<file path="src/rtl/accel_mem_pkg.sv">
// Shared definitions for the accelerator memory bridge: default widths,
// FSM state encodings and the value driven on the 64-bit ready strobes.
package accel_mem_pkg;

   localparam int DEF_ADDR_W = 64;
   localparam int DEF_DATA_W = 32;

   // Ready strobes are 64 bits wide on the wrapper side but only ever carry 1
   localparam logic [63:0] READY_PULSE = 64'd1;

   localparam logic [2:0] S_IDLE    = 3'd0;
   localparam logic [2:0] S_RD_REQ  = 3'd1;
   localparam logic [2:0] S_RD_WAIT = 3'd2;
   localparam logic [2:0] S_RD_HOLD = 3'd3;
   localparam logic [2:0] S_WR_REQ  = 3'd4;
   localparam logic [2:0] S_WR_WAIT = 3'd5;
   localparam logic [2:0] S_WR_HOLD = 3'd6;

   // Memory requests carry an 8-bit byte count; the wrapper supplies 64 bits
   function automatic logic [7:0] req_size_of(input logic [7:0] size_lo);
      return size_lo;
   endfunction

endpackage

</file>
<file path="src/rtl/accel_mem_bridge_if.sv">
// Valid/ready memory request bus with a simple response strobe.
// master = bridge (issues requests), slave = memory.
interface accel_mem_bridge_if
   import accel_mem_pkg::*;
#(
   parameter int ADDR_W = DEF_ADDR_W,
   parameter int DATA_W = DEF_DATA_W
);
   logic              mem_req_valid;
   logic              mem_req_ready;
   logic              mem_req_write;
   logic [ADDR_W-1:0] mem_req_addr;
   logic [7:0]        mem_req_size;
   logic [DATA_W-1:0] mem_req_wdata;
   logic              mem_resp_valid;
   logic [DATA_W-1:0] mem_resp_rdata;

   modport master (
      output mem_req_valid, mem_req_write, mem_req_addr, mem_req_size, mem_req_wdata,
      input  mem_req_ready, mem_resp_valid, mem_resp_rdata
   );

   modport slave (
      input  mem_req_valid, mem_req_write, mem_req_addr, mem_req_size, mem_req_wdata,
      output mem_req_ready, mem_resp_valid, mem_resp_rdata
   );
endinterface

</file>
<file path="src/rtl/accel_mem_timer.sv">
// Response watchdog: counts enabled cycles and flags the cycle in which the
// TIMEOUT-th enabled cycle is reached. Clear has priority over counting.
module accel_mem_timer #(
   parameter int TIMEOUT = 4096
) (
   input  logic clk,
   input  logic reset,
   input  logic clear,
   input  logic enable,
   output logic tc
);
   localparam int CW = $clog2(TIMEOUT + 1);

   logic [CW-1:0] count;

   // Cycle counter, frozen once the terminal count is reached
   always_ff @(posedge clk or posedge reset) begin
      if (reset)
         count <= '0;
      else if (clear)
         count <= '0;
      else if (enable && !tc)
         count <= count + CW'(1);
   end

   assign tc = enable && (count == CW'(TIMEOUT - 1));
endmodule

</file>
<file path="src/rtl/accel_mem_bridge.sv">
// Memory-side stage of the accelerator wrapper. Converts the wrapper's
// word-level read/write handshakes into single-outstanding valid/ready memory
// requests and returns one-cycle ready strobes per completed word.
module accel_mem_bridge
   import accel_mem_pkg::*;
#(
   parameter int ADDR_W  = DEF_ADDR_W,
   parameter int DATA_W  = DEF_DATA_W,
   parameter int TIMEOUT = 4096
) (
   input  logic               clk,
   input  logic               reset,
   input  logic               read_enable,
   input  logic [ADDR_W-1:0]  read_addr,
   input  logic [63:0]        read_size,
   input  logic               finish_read,
   output logic [63:0]        read_ready,
   output logic [DATA_W-1:0]  read_data,
   input  logic               write_enable,
   input  logic [ADDR_W-1:0]  write_addr,
   input  logic [63:0]        write_size,
   input  logic [DATA_W-1:0]  write_data,
   input  logic               finish_write,
   output logic [63:0]        write_ready,
   accel_mem_bridge_if.master mem,
   output logic [31:0]        rd_words,
   output logic [31:0]        wr_words,
   output logic               err
);
   logic [2:0]        state;
   logic              req_write;
   logic [ADDR_W-1:0] req_addr;
   logic [7:0]        req_size;
   logic [DATA_W-1:0] req_wdata;
   logic              rd_pulse;
   logic              wr_pulse;
   logic              drop;
   logic              tmr_clear;
   logic              tmr_en;
   logic              tmr_tc;

   // Only the low byte of the wrapper size fields is forwarded
   logic size_unused;
   assign size_unused = ^{read_size[63:8], write_size[63:8]};

   assign tmr_clear = (state == S_RD_REQ) || (state == S_WR_REQ);
   assign tmr_en    = (state == S_RD_WAIT) || (state == S_WR_WAIT);

   accel_mem_timer #(.TIMEOUT(TIMEOUT)) u_timer (
      .clk    (clk),
      .reset  (reset),
      .clear  (tmr_clear),
      .enable (tmr_en),
      .tc     (tmr_tc)
   );

   assign mem.mem_req_valid = (state == S_RD_REQ) || (state == S_WR_REQ);
   assign mem.mem_req_write = req_write;
   assign mem.mem_req_addr  = req_addr;
   assign mem.mem_req_size  = req_size;
   assign mem.mem_req_wdata = req_wdata;

   assign read_ready  = rd_pulse ? READY_PULSE : '0;
   assign write_ready = wr_pulse ? READY_PULSE : '0;

   // Transaction FSM with request holding registers, response capture and counters.
   // 'drop' marks an accepted request whose stream was withdrawn: its response is
   // consumed silently.
   always_ff @(posedge clk or posedge reset) begin
      if (reset) begin
         state     <= S_IDLE;
         req_write <= 1'b0;
         req_addr  <= '0;
         req_size  <= '0;
         req_wdata <= '0;
         read_data <= '0;
         rd_pulse  <= 1'b0;
         wr_pulse  <= 1'b0;
         drop      <= 1'b0;
         rd_words  <= '0;
         wr_words  <= '0;
         err       <= 1'b0;
      end else begin
         rd_pulse <= 1'b0;
         wr_pulse <= 1'b0;
         case (state)
            S_IDLE: begin
               drop <= 1'b0;
               if (read_enable) begin
                  state     <= S_RD_REQ;
                  req_write <= 1'b0;
                  req_addr  <= read_addr;
                  req_size  <= req_size_of(read_size[7:0]);
               end else if (write_enable) begin
                  state     <= S_WR_REQ;
                  req_write <= 1'b1;
                  req_addr  <= write_addr;
                  req_size  <= req_size_of(write_size[7:0]);
                  req_wdata <= write_data;
               end
            end
            S_RD_REQ: begin
               if (mem.mem_req_ready) begin
                  state <= S_RD_WAIT;
                  drop  <= !read_enable;
               end else if (!read_enable) begin
                  state <= S_IDLE;
               end
            end
            S_RD_WAIT: begin
               if (!read_enable)
                  drop <= 1'b1;
               if (mem.mem_resp_valid) begin
                  if (drop || !read_enable) begin
                     state <= S_IDLE;
                  end else begin
                     read_data <= mem.mem_resp_rdata;
                     rd_pulse  <= 1'b1;
                     rd_words  <= rd_words + 32'd1;
                     state     <= S_RD_HOLD;
                  end
               end else if (tmr_tc) begin
                  err   <= 1'b1;
                  state <= S_IDLE;
               end
            end
            S_RD_HOLD: begin
               if (!read_enable) begin
                  state <= S_IDLE;
               end else if (finish_read) begin
                  state    <= S_RD_REQ;
                  req_addr <= read_addr;
                  req_size <= req_size_of(read_size[7:0]);
               end
            end
            S_WR_REQ: begin
               if (mem.mem_req_ready) begin
                  state <= S_WR_WAIT;
                  drop  <= !write_enable;
               end else if (!write_enable) begin
                  state <= S_IDLE;
               end
            end
            S_WR_WAIT: begin
               if (!write_enable)
                  drop <= 1'b1;
               if (mem.mem_resp_valid) begin
                  if (drop || !write_enable) begin
                     state <= S_IDLE;
                  end else begin
                     wr_pulse <= 1'b1;
                     wr_words <= wr_words + 32'd1;
                     state    <= S_WR_HOLD;
                  end
               end else if (tmr_tc) begin
                  err   <= 1'b1;
                  state <= S_IDLE;
               end
            end
            S_WR_HOLD: begin
               if (!write_enable) begin
                  state <= S_IDLE;
               end else if (finish_write) begin
                  state     <= S_WR_REQ;
                  req_addr  <= write_addr;
                  req_size  <= req_size_of(write_size[7:0]);
                  req_wdata <= write_data;
               end
            end
            default: state <= S_IDLE;
         endcase
      end
   end
endmodule

</file>
<file path="src/flat_wrapper.sv">
// flat-port wrapper written by rule: the top's interface ports become plain ports
module accel_mem_bridge_flat import accel_mem_pkg::*;
#(
   parameter int ADDR_W  = DEF_ADDR_W,
   parameter int DATA_W  = DEF_DATA_W,
   parameter int TIMEOUT = 4096
)
  (clk, reset, read_enable, read_addr, read_size, finish_read, read_ready, read_data, write_enable, write_addr, write_size, write_data, finish_write, write_ready, rd_words, wr_words, err, mem_mem_req_valid, mem_mem_req_write, mem_mem_req_addr, mem_mem_req_size, mem_mem_req_wdata, mem_mem_req_ready, mem_mem_resp_valid, mem_mem_resp_rdata);
  accel_mem_bridge_if #(.ADDR_W(ADDR_W), .DATA_W(DATA_W)) mem_i ();
  input  logic clk;
  input  logic reset;
  input  logic read_enable;
  input  logic [ADDR_W-1:0] read_addr;
  input  logic [63:0] read_size;
  input  logic finish_read;
  output logic [63:0] read_ready;
  output logic [DATA_W-1:0] read_data;
  input  logic write_enable;
  input  logic [ADDR_W-1:0] write_addr;
  input  logic [63:0] write_size;
  input  logic [DATA_W-1:0] write_data;
  input  logic finish_write;
  output logic [63:0] write_ready;
  output logic [31:0] rd_words;
  output logic [31:0] wr_words;
  output logic err;
  output wire logic [$bits(mem_i.mem_req_valid)-1:0] mem_mem_req_valid;
  output wire logic [$bits(mem_i.mem_req_write)-1:0] mem_mem_req_write;
  output wire logic [$bits(mem_i.mem_req_addr)-1:0] mem_mem_req_addr;
  output wire logic [$bits(mem_i.mem_req_size)-1:0] mem_mem_req_size;
  output wire logic [$bits(mem_i.mem_req_wdata)-1:0] mem_mem_req_wdata;
  input wire logic [$bits(mem_i.mem_req_ready)-1:0] mem_mem_req_ready;
  input wire logic [$bits(mem_i.mem_resp_valid)-1:0] mem_mem_resp_valid;
  input wire logic [$bits(mem_i.mem_resp_rdata)-1:0] mem_mem_resp_rdata;
  assign mem_mem_req_valid = mem_i.mem_req_valid;
  assign mem_mem_req_write = mem_i.mem_req_write;
  assign mem_mem_req_addr = mem_i.mem_req_addr;
  assign mem_mem_req_size = mem_i.mem_req_size;
  assign mem_mem_req_wdata = mem_i.mem_req_wdata;
  assign mem_i.mem_req_ready = mem_mem_req_ready;
  assign mem_i.mem_resp_valid = mem_mem_resp_valid;
  assign mem_i.mem_resp_rdata = mem_mem_resp_rdata;
  accel_mem_bridge #(.ADDR_W(ADDR_W), .DATA_W(DATA_W), .TIMEOUT(TIMEOUT)) u_core (.clk(clk), .reset(reset), .read_enable(read_enable), .read_addr(read_addr), .read_size(read_size), .finish_read(finish_read), .read_ready(read_ready), .read_data(read_data), .write_enable(write_enable), .write_addr(write_addr), .write_size(write_size), .write_data(write_data), .finish_write(finish_write), .write_ready(write_ready), .mem(mem_i), .rd_words(rd_words), .wr_words(wr_words), .err(err));
endmodule
</file>
<file path="config.mk">
export PLATFORM = sky130hd
export DESIGN_NAME = accel_mem_bridge_flat
export DESIGN_NICKNAME = d
export VERILOG_FILES = /design/src/rtl/accel_mem_pkg.sv /design/src/rtl/accel_mem_bridge_if.sv /design/src/rtl/accel_mem_timer.sv /design/src/rtl/accel_mem_bridge.sv /design/src/flat_wrapper.sv
export SDC_FILE = /design/constraint.sdc
export NUM_CORES = 1
export LEC_CHECK = 0
export BUFFER_PORTS_ARGS = -buffer_cell sky130_fd_sc_hd__buf_4
export CAP_MARGIN = 40
export CORE_AREA = 2 2 255 257
export CTS_CLUSTER_SIZE = 24
export DETAILED_ROUTE_END_ITERATION = 10
export DIE_AREA = 0 0 257 259
export PLACE_DENSITY = 0.47
export SETUP_SLACK_MARGIN = 0.02
export SLEW_MARGIN = 40
export SYNTH_ARGS = -nofsm -noshare
export SYNTH_HDL_FRONTEND = slang
export SYNTH_SLANG_ARGS = --single-unit
</file>
<file path="constraint.sdc">
create_clock -name clk -period 11.8 [get_ports clk]
set_input_delay 0.59 -clock clk [delete_from_list [all_inputs] [get_ports clk]]
set_output_delay 0.59 -clock clk [all_outputs]
set_load 0.05 [all_outputs]
</file>
==> flow_summary.yaml, run 1 <==
setup_path:
  worstPathMaxFanout: 102
  reg2reg_depth: 7
  crit_end: "u_core.mem.mem_req_addr[37]"
  crit_path_start_kind: "flip-flop"
  ff2ff_setup_slack_ps: 8800
  cp-end-kind: "flip-flop"
  crit_slowest_cell: "dfrtp_1"
  cp.arrival_ps: 3470
  worst-path-stages: 7
  path_cells: "nand4_1, o31a_1, o21ai_4, buf_4, buf_6, nor2_1, a21oi_1"
  critPathKind: "reg -> reg"
  startpoint: "u_core.state[2]"
  r2r_start: "u_core.state[2]"
  worst_path_largest_cell_delay_ps: 780
  worstPathRequired_ps: 12280
  r2r-end: "u_core.mem.mem_req_addr[37]"
  cp_top_family: "buffers and inverters"
  critPathBufInv: 2
clock_network:
  path_clk_slew_ps: 60
  cts_max_level: 1
  ctsResizeCount: 0
  clk_latency_ps: 580
  post_cts_buffers: 0
  cts_tree: "yes"
  clockRootBuffer: "clkbuf_16"
  clockBufferDepth: 3
  ctsHoldBuffers: 0
  cts_sinks: 221
  cts-buffers-inserted: 29
sta:
  rsz0062_at_grt: "no"
  post-route-period-util_pct: 25.4
  fin_skew_ps: 18.9
  worst_pin_slew_ps: 750
  finalSetupViolCount: 0
  slew_headroom_pct: 50.0
  finalMaxSlewViolations: 0
  hold_viol_final: 0
  fin_crit_ps: 3000
  max_freq_mhz: 334
  setup_tns_ps: 0
power:
  pwr_density_cell_nw_per_um2: 261
  p_int_mw: 2.09
  seqPwrFrac_pct: 29.2
  ir_worst_vdd_mv: 0.212
  swShare_pct: 47.9
  clkPwrFrac_pct: 21.1
  p_total_mw: 4.02
  power_switching_mw: 1.92
  leakage_nw: 7.44
  p_comb_share_pct: 49.8
synthesis:
  syn-cell-area_um2: 10900
  synthCells: 1056
  synth_area_per_cell_um2: 10.3
  ys_seq_area_share_pct: 50.7
  yosys-top-cells-area: "dfrtp_1 51%, buf_4 9.4%, mux2i_1 6.6%"
  async_flop_share_pct: 100
  synth_cell_types: 61
  synth_top_area_share_pct: 50.7
  ys.flop_type: "dfrtp_1"
  synth_area_leader_cell: "dfrtp_1"
  synth-edff-count: 0
  yosys_warnings: 0
  synth-seq-cells: 221
die:
  core_um2: 63900
  die-width_um: 257
  rows: 93
  fp.dieH_um: 259
  start_util_pct: 17.1
  dieArea_um2: 66600
  ios: 659
drt:
  ant_nets: 0
  via_per_inst: 3.66
  drt_iter0_markers: 335
  drc: 0
  routedWlPerCell_um: 13.7
  via_count: 8590
  firstDrtPassIters: 6
  wirelength_um: 32300
global_routing:
  grt_overflow: 0
  track_usage_pct: 9.14
  grt_pass1_vias: 8545
  antenna_found_initial: 5
  grt_pass1_wl_um: 49300
  grt_max_degree: 103
run_status:
  status: "finished clean"
final_layout:
  fillers: 6900
  area_growth_pct: 41.3
  fin_nets: 1799
  drive_gt1_share_pct: 35.2
  post-route-util_pct: 24.1
place:
  io_buffers: 420
  dp_hpwl_um: 24100
  gp_congestion: 0.788
job:
  maxCapViolCount: 0
worst_hold_path:
  hp-class: "in -> async"
-- power groups by stage --
stage	logic (mW)	registers, mW	clock network [mW]
3_3_place_gp	2.02	1.17	0
5_1_grt	2.12	1.21	0.919
4_1_cts	2.03	1.17	0.894
3_5_place_dp	2.03	1.18	0
6_report	2.00	1.17	0.846
2_1_floorplan	0.647	1.97	0
-- cells by family after synthesis --
logic type / count (synthesis) / share of synthesized area [%]
fa+ha+maj: 3 / 0.344
other cells: 1 / 0.0344
buf+inv: 183 / 11.5
compound gates: 106 / 5.40
mux: 107 / 10.2
xor+xnor: 68 / 5.46
simple gates: 367 / 16.3
flops: 221 / 50.7
-- area by class of cell --
| class | instances | area (um^2) | share of cell area (%) |
|---|---|---|---|
| multi-input cells | 777 | 4610 | 29.9 |
| well taps | 855 | 1070 | 6.94 |
| flip-flops and latches | 221 | 5530 | 35.9 |
| diodes | 3 | 7.51 | 0.0487 |
| clock buffers | 44 | 852 | 5.53 |
| inverters | 10 | 46.3 | 0.300 |
| repair buffers | 429 | 3240 | 21.0 |
| clock inverters | 8 | 56.3 | 0.365 |
-- cell usage in the layout, fill, tap and decap left out, types with 2 or more instances in the layout --
cell and count:
mux2_2 33, nor3b_1 2, buf_6 4, clkbuf_16 29
conb_1 126, a31oi_1 3, clkbuf_1 8, clkinv_2 4
o2111ai_1 3, nand3_1 27, and3_1 11, xor2_1 16
nand2b_1 7, clkinv_4 2, diode_2 3, and2b_1 2
buf_4 424, a21oi_1 80, nor3_4 2, a221o_1 2
nand3b_1 2, nand4_1 22, nand2_1 137, nor2_1 111
clkbuf_8 7, inv_1 7, ha_1 3, dfrtp_1 220
and4_1 10, o21ai_0 7, and2_1 4, mux2i_1 72
clkinvlp_4 2, xnor2_1 52, mux2_1 2, nor3_1 14
-- sequential cells by signal, summed over array words and instances (netlist names) --
register	flops
u_core.wr_words	32
u_core.read_data	32
u_core.rd_pulse	1
u_core.mem.mem_req_addr	64
u_core.wr_pulse	1
u_core.mem.mem_req_wdata	32
u_core.rd_words	32
u_core.state	3
u_core.mem.mem_req_write	1
u_core.err	1
u_core.mem.mem_req_size	8
u_core.drop	1
u_core.u_timer.count	13
-- layer usage --
layer / vias to the layer above / track usage (%) / wire length [um]
met5: - / 0 / 27
met4: 4 / 2.91 / 967
met3: 43 / 3.57 / 2930
met2: 342 / 14.8 / 15300
met1: 4055 / 11.1 / 13000
li1: 4146 / - / -
-- stage by stage --
stage               instances  setup WS (ps)  hold slack (ps)  area (um^2)
floorplan                1181           5160              473        11400
global placement         2291           8360              447        14500
detailed placement       2292           8610              458        14500
CTS                      2344           8590             99.2        15400
global route             2344           8470              127        15400
finish                   2347           8800              104        15400
-- cell usage after synthesis, types with 2 or more instances --
| cell | instances |
|---|---|
| a31oi_1 | 3 |
| and3_1 | 11 |
| nand4_1 | 22 |
| buf_4 | 137 |
| nand3_1 | 27 |
| and2b_1 | 2 |
| and2_1 | 4 |
| mux2_2 | 33 |
| inv_1 | 8 |
| buf_2 | 24 |
| nor3_4 | 2 |
| and4_1 | 10 |
| a221o_1 | 2 |
| a21oi_1 | 80 |
| o2111ai_1 | 3 |
| dfrtp_1 | 221 |
| ha_1 | 3 |
| clkbuf_1 | 5 |
| buf_1 | 3 |
| nand2_1 | 137 |
| nor2_1 | 111 |
| nor3b_1 | 2 |
| mux2_1 | 2 |
| nor3_1 | 14 |
| buf_6 | 3 |
| nand2b_1 | 7 |
| xnor2_1 | 52 |
| o21ai_0 | 7 |
| nor3b_2 | 2 |
| mux2i_1 | 72 |
| xor2_1 | 16 |
| nand3b_1 | 2 |
-- how the worst min path moves through the flow --
stage                           endpoint  depth (start not counted)        start  slack [ps]
floorplan                    u_core.drop                          1  u_core.drop         470
global placement              u_core.err                          1   u_core.err         450
detailed placement            u_core.err                          1   u_core.err         460
CTS                 u_core.read_data[11]                          2        reset         100
global route        u_core.read_data[11]                          2        reset         130
finish              u_core.read_data[11]                          2        reset         100
Power figures use the tool's default switching activity.
==> inputs of run 2 (changes only) <==
--- a/config.mk
+++ b/config.mk
@@ -7,11 +7,11 @@
 export LEC_CHECK = 0
 export BUFFER_PORTS_ARGS = -buffer_cell sky130_fd_sc_hd__buf_4
 export CAP_MARGIN = 40
-export CORE_AREA = 2 2 255 257
+export CORE_AREA = 2 2 253 255
 export CTS_CLUSTER_SIZE = 24
 export DETAILED_ROUTE_END_ITERATION = 10
-export DIE_AREA = 0 0 257 259
-export PLACE_DENSITY = 0.47
+export DIE_AREA = 0 0 255 257
+export PLACE_DENSITY = 0.48
 export SETUP_SLACK_MARGIN = 0.02
 export SLEW_MARGIN = 40
 export SYNTH_ARGS = -nofsm -noshare
==> constraint.sdc (replaced) <==
create_clock -name clk -period 2.61 [get_ports clk]
set_input_delay 0.1305 -clock clk [delete_from_list [all_inputs] [get_ports clk]]
set_output_delay 0.1305 -clock clk [all_outputs]
set_load 0.05 [all_outputs]
==> run 2 against run 1 <==
Effect of this change: via count up 11%; worst hold slack better by 85 ps; register-to-register slack worse by 8600 ps; non-clock buffer count is 241 higher.
==> flow_summary.yaml, run 2 (same netlist as run 1, synthesis figures left out) <==
place:
  pre_cts_slack_ps: 418
  dp.cells: 2308
  dpl_cell_area_um2: 14700
  dp_hpwl_um: 25100
  io_buffers: 420
  gp_congestion: 0.790
drt:
  via_count: 9553
  ant_nets: 0
  wirelength_um: 34900
  routedWlPerCell_um: 13.6
  drt_iter0_markers: 276
  via_per_inst: 3.71
  drc: 0
  firstDrtPassIters: 4
sta:
  max_freq_mhz: 419
  slew_headroom_pct: 61.5
  hold_viol_final: 0
  post-route-period-util_pct: 91.4
  finalSetupViolCount: 0
  rsz0062_at_grt: "no"
  fin_crit_ps: 2390
  fin_ws_ps: 224
  finalMaxSlewViolations: 0
  worst_pin_slew_ps: 577
  fin_skew_ps: 12.0
global_routing:
  antenna_found_initial: 5
  grt_pass1_vias: 9752
  grt_max_degree: 90
  track_usage_pct: 10.0
  grt_pass1_wl_um: 52700
  grt_overflow: 0
setup_path:
  r2r_start: "u_core.state[1]"
  worstPathRequired_ps: 3080
  worstPathMaxFanout: 17
  cp-end-kind: "flip-flop"
  critPathKind: "reg -> reg"
  crit_path_start_kind: "flip-flop"
  ff2ff_setup_slack_ps: 220
  r2r-end: "u_core.mem.mem_req_addr[28]"
  reg2reg_depth: 8
  cp.arrival_ps: 2860
clock_network:
  post_cts_buffers: 0
  cts_tree: "yes"
  clk_latency_ps: 560
  clockBufferDepth: 3
  cts_max_level: 1
  cts-buffers-inserted: 28
  cts_sinks: 221
  path_clk_slew_ps: 60
  clockRootBuffer: "clkbuf_16"
final_layout:
  layout_common_cells: "446 x buf_4, 219 x dfrtp_1, 216 x dlygate4sd3_1, 137 x nand2_1, 126 x conb_1"
  final_cells: 2578
  fillers: 6526
  final_common_cell: "buf_4"
  fin_nets: 2039
  drive_gt1_share_pct: 31.8
  largest_reg_flops: 64
  finish.instance_area_um2: 17900
  area_growth_pct: 63.8
  post-route-util_pct: 28.5
power:
  ir_worst_vdd_mv: 0.824
  leakage_nw: 8.51
  pwr_density_cell_nw_per_um2: 1060
job:
  maxCapViolCount: 0
die:
  dieArea_um2: 65500
  die-width_um: 255
  fp.dieH_um: 257
  core_um2: 62700
  ios: 659
  start_util_pct: 17.4
  rows: 92
worst_hold_path:
  hp-class: "in -> async"
run_status:
  status: "finished clean"
==> run 2: changes by cell type in the layout (fill, tap and decap cells not counted), sizes merged <==
cell and delta:
dlygate4sd3 +216, buf +25, bufinv +3, clkbuf -3
inv -2, clkinvlp +1
==> run 2: metal layers <==
metal  global-route usage (%)  routed length, um  vias up
met5                        0                 13        -
met4                     2.84                944        2
met3                     3.66               2830       55
met2                     17.5              17400      326
met1                     11.4              13700     4551
li1                         -                  -     4619
==> run 2: how the worst max path moves through the flow <==
stage / start / endpoint / slack (ps) / cells after the start
after global placement: u_core.state[0] / u_core.mem.mem_req_addr[10] / 460 / 7
after global routing: u_core.state[1] / u_core.mem.mem_req_addr[42] / 40 / 8
after CTS: u_core.state[0] / u_core.mem.mem_req_addr[20] / 60 / 8
after detailed placement: u_core.state[0] / u_core.mem.mem_req_addr[10] / 420 / 7
final: u_core.state[1] / u_core.mem.mem_req_addr[28] / 220 / 8
after floorplan: reset / u_core.drop / -400 / 1
==> run 2: stage by stage <==
step / setup TNS, ps / power [mW] / hold slack, ps
after floorplan: -88970 / 11.9 / 236
after global placement: 0 / 14.7 / 226
after detailed placement: 0 / 14.7 / 225
after CTS: 0 / 19.3 / 166
after global routing: 0 / 20.1 / 200
final: 0 / 19.0 / 188
==> run 2: what timing repair did <==
item,4_1_cts,5_1_grt
hold endpoints to repair,171,0
gates resized for setup,0,3
hold buffers,216,0
setup endpoints to repair,0,23
==> run 2: critical path, cell delays in order (launching register included) <==
cell           delay [ps]
dfrtp_1               560
nand2_1               170
a21oi_1               270
nor2_4                 90
buf_12                170
buf_4                 190
mux2i_1               120
dlygate4sd3_1         560
a21oi_1               160
==> run 2: final cells by class <==
| cell class | instances | area (um^2) | area share (%) |
|---|---|---|---|
| timing repair buffer | 670 | 5660 | 31.7 |
| sequential | 221 | 5530 | 31.0 |
| multi-input combinational | 777 | 4610 | 25.8 |
| tap | 846 | 1060 | 5.92 |
| clock buffer | 41 | 820 | 4.59 |
| clock inverter | 10 | 141 | 0.791 |
| inverter | 10 | 41.3 | 0.231 |
| antenna | 3 | 7.51 | 0.0420 |
==> run 2: power by group <==
| part | total (mW) | internal (mW) | switching (mW) |
|---|---|---|---|
| registers | 5.24 | 4.56 | 0.682 |
| logic | 9.77 | 3.20 | 6.57 |
| clock network | 3.99 | 2.46 | 1.53 |
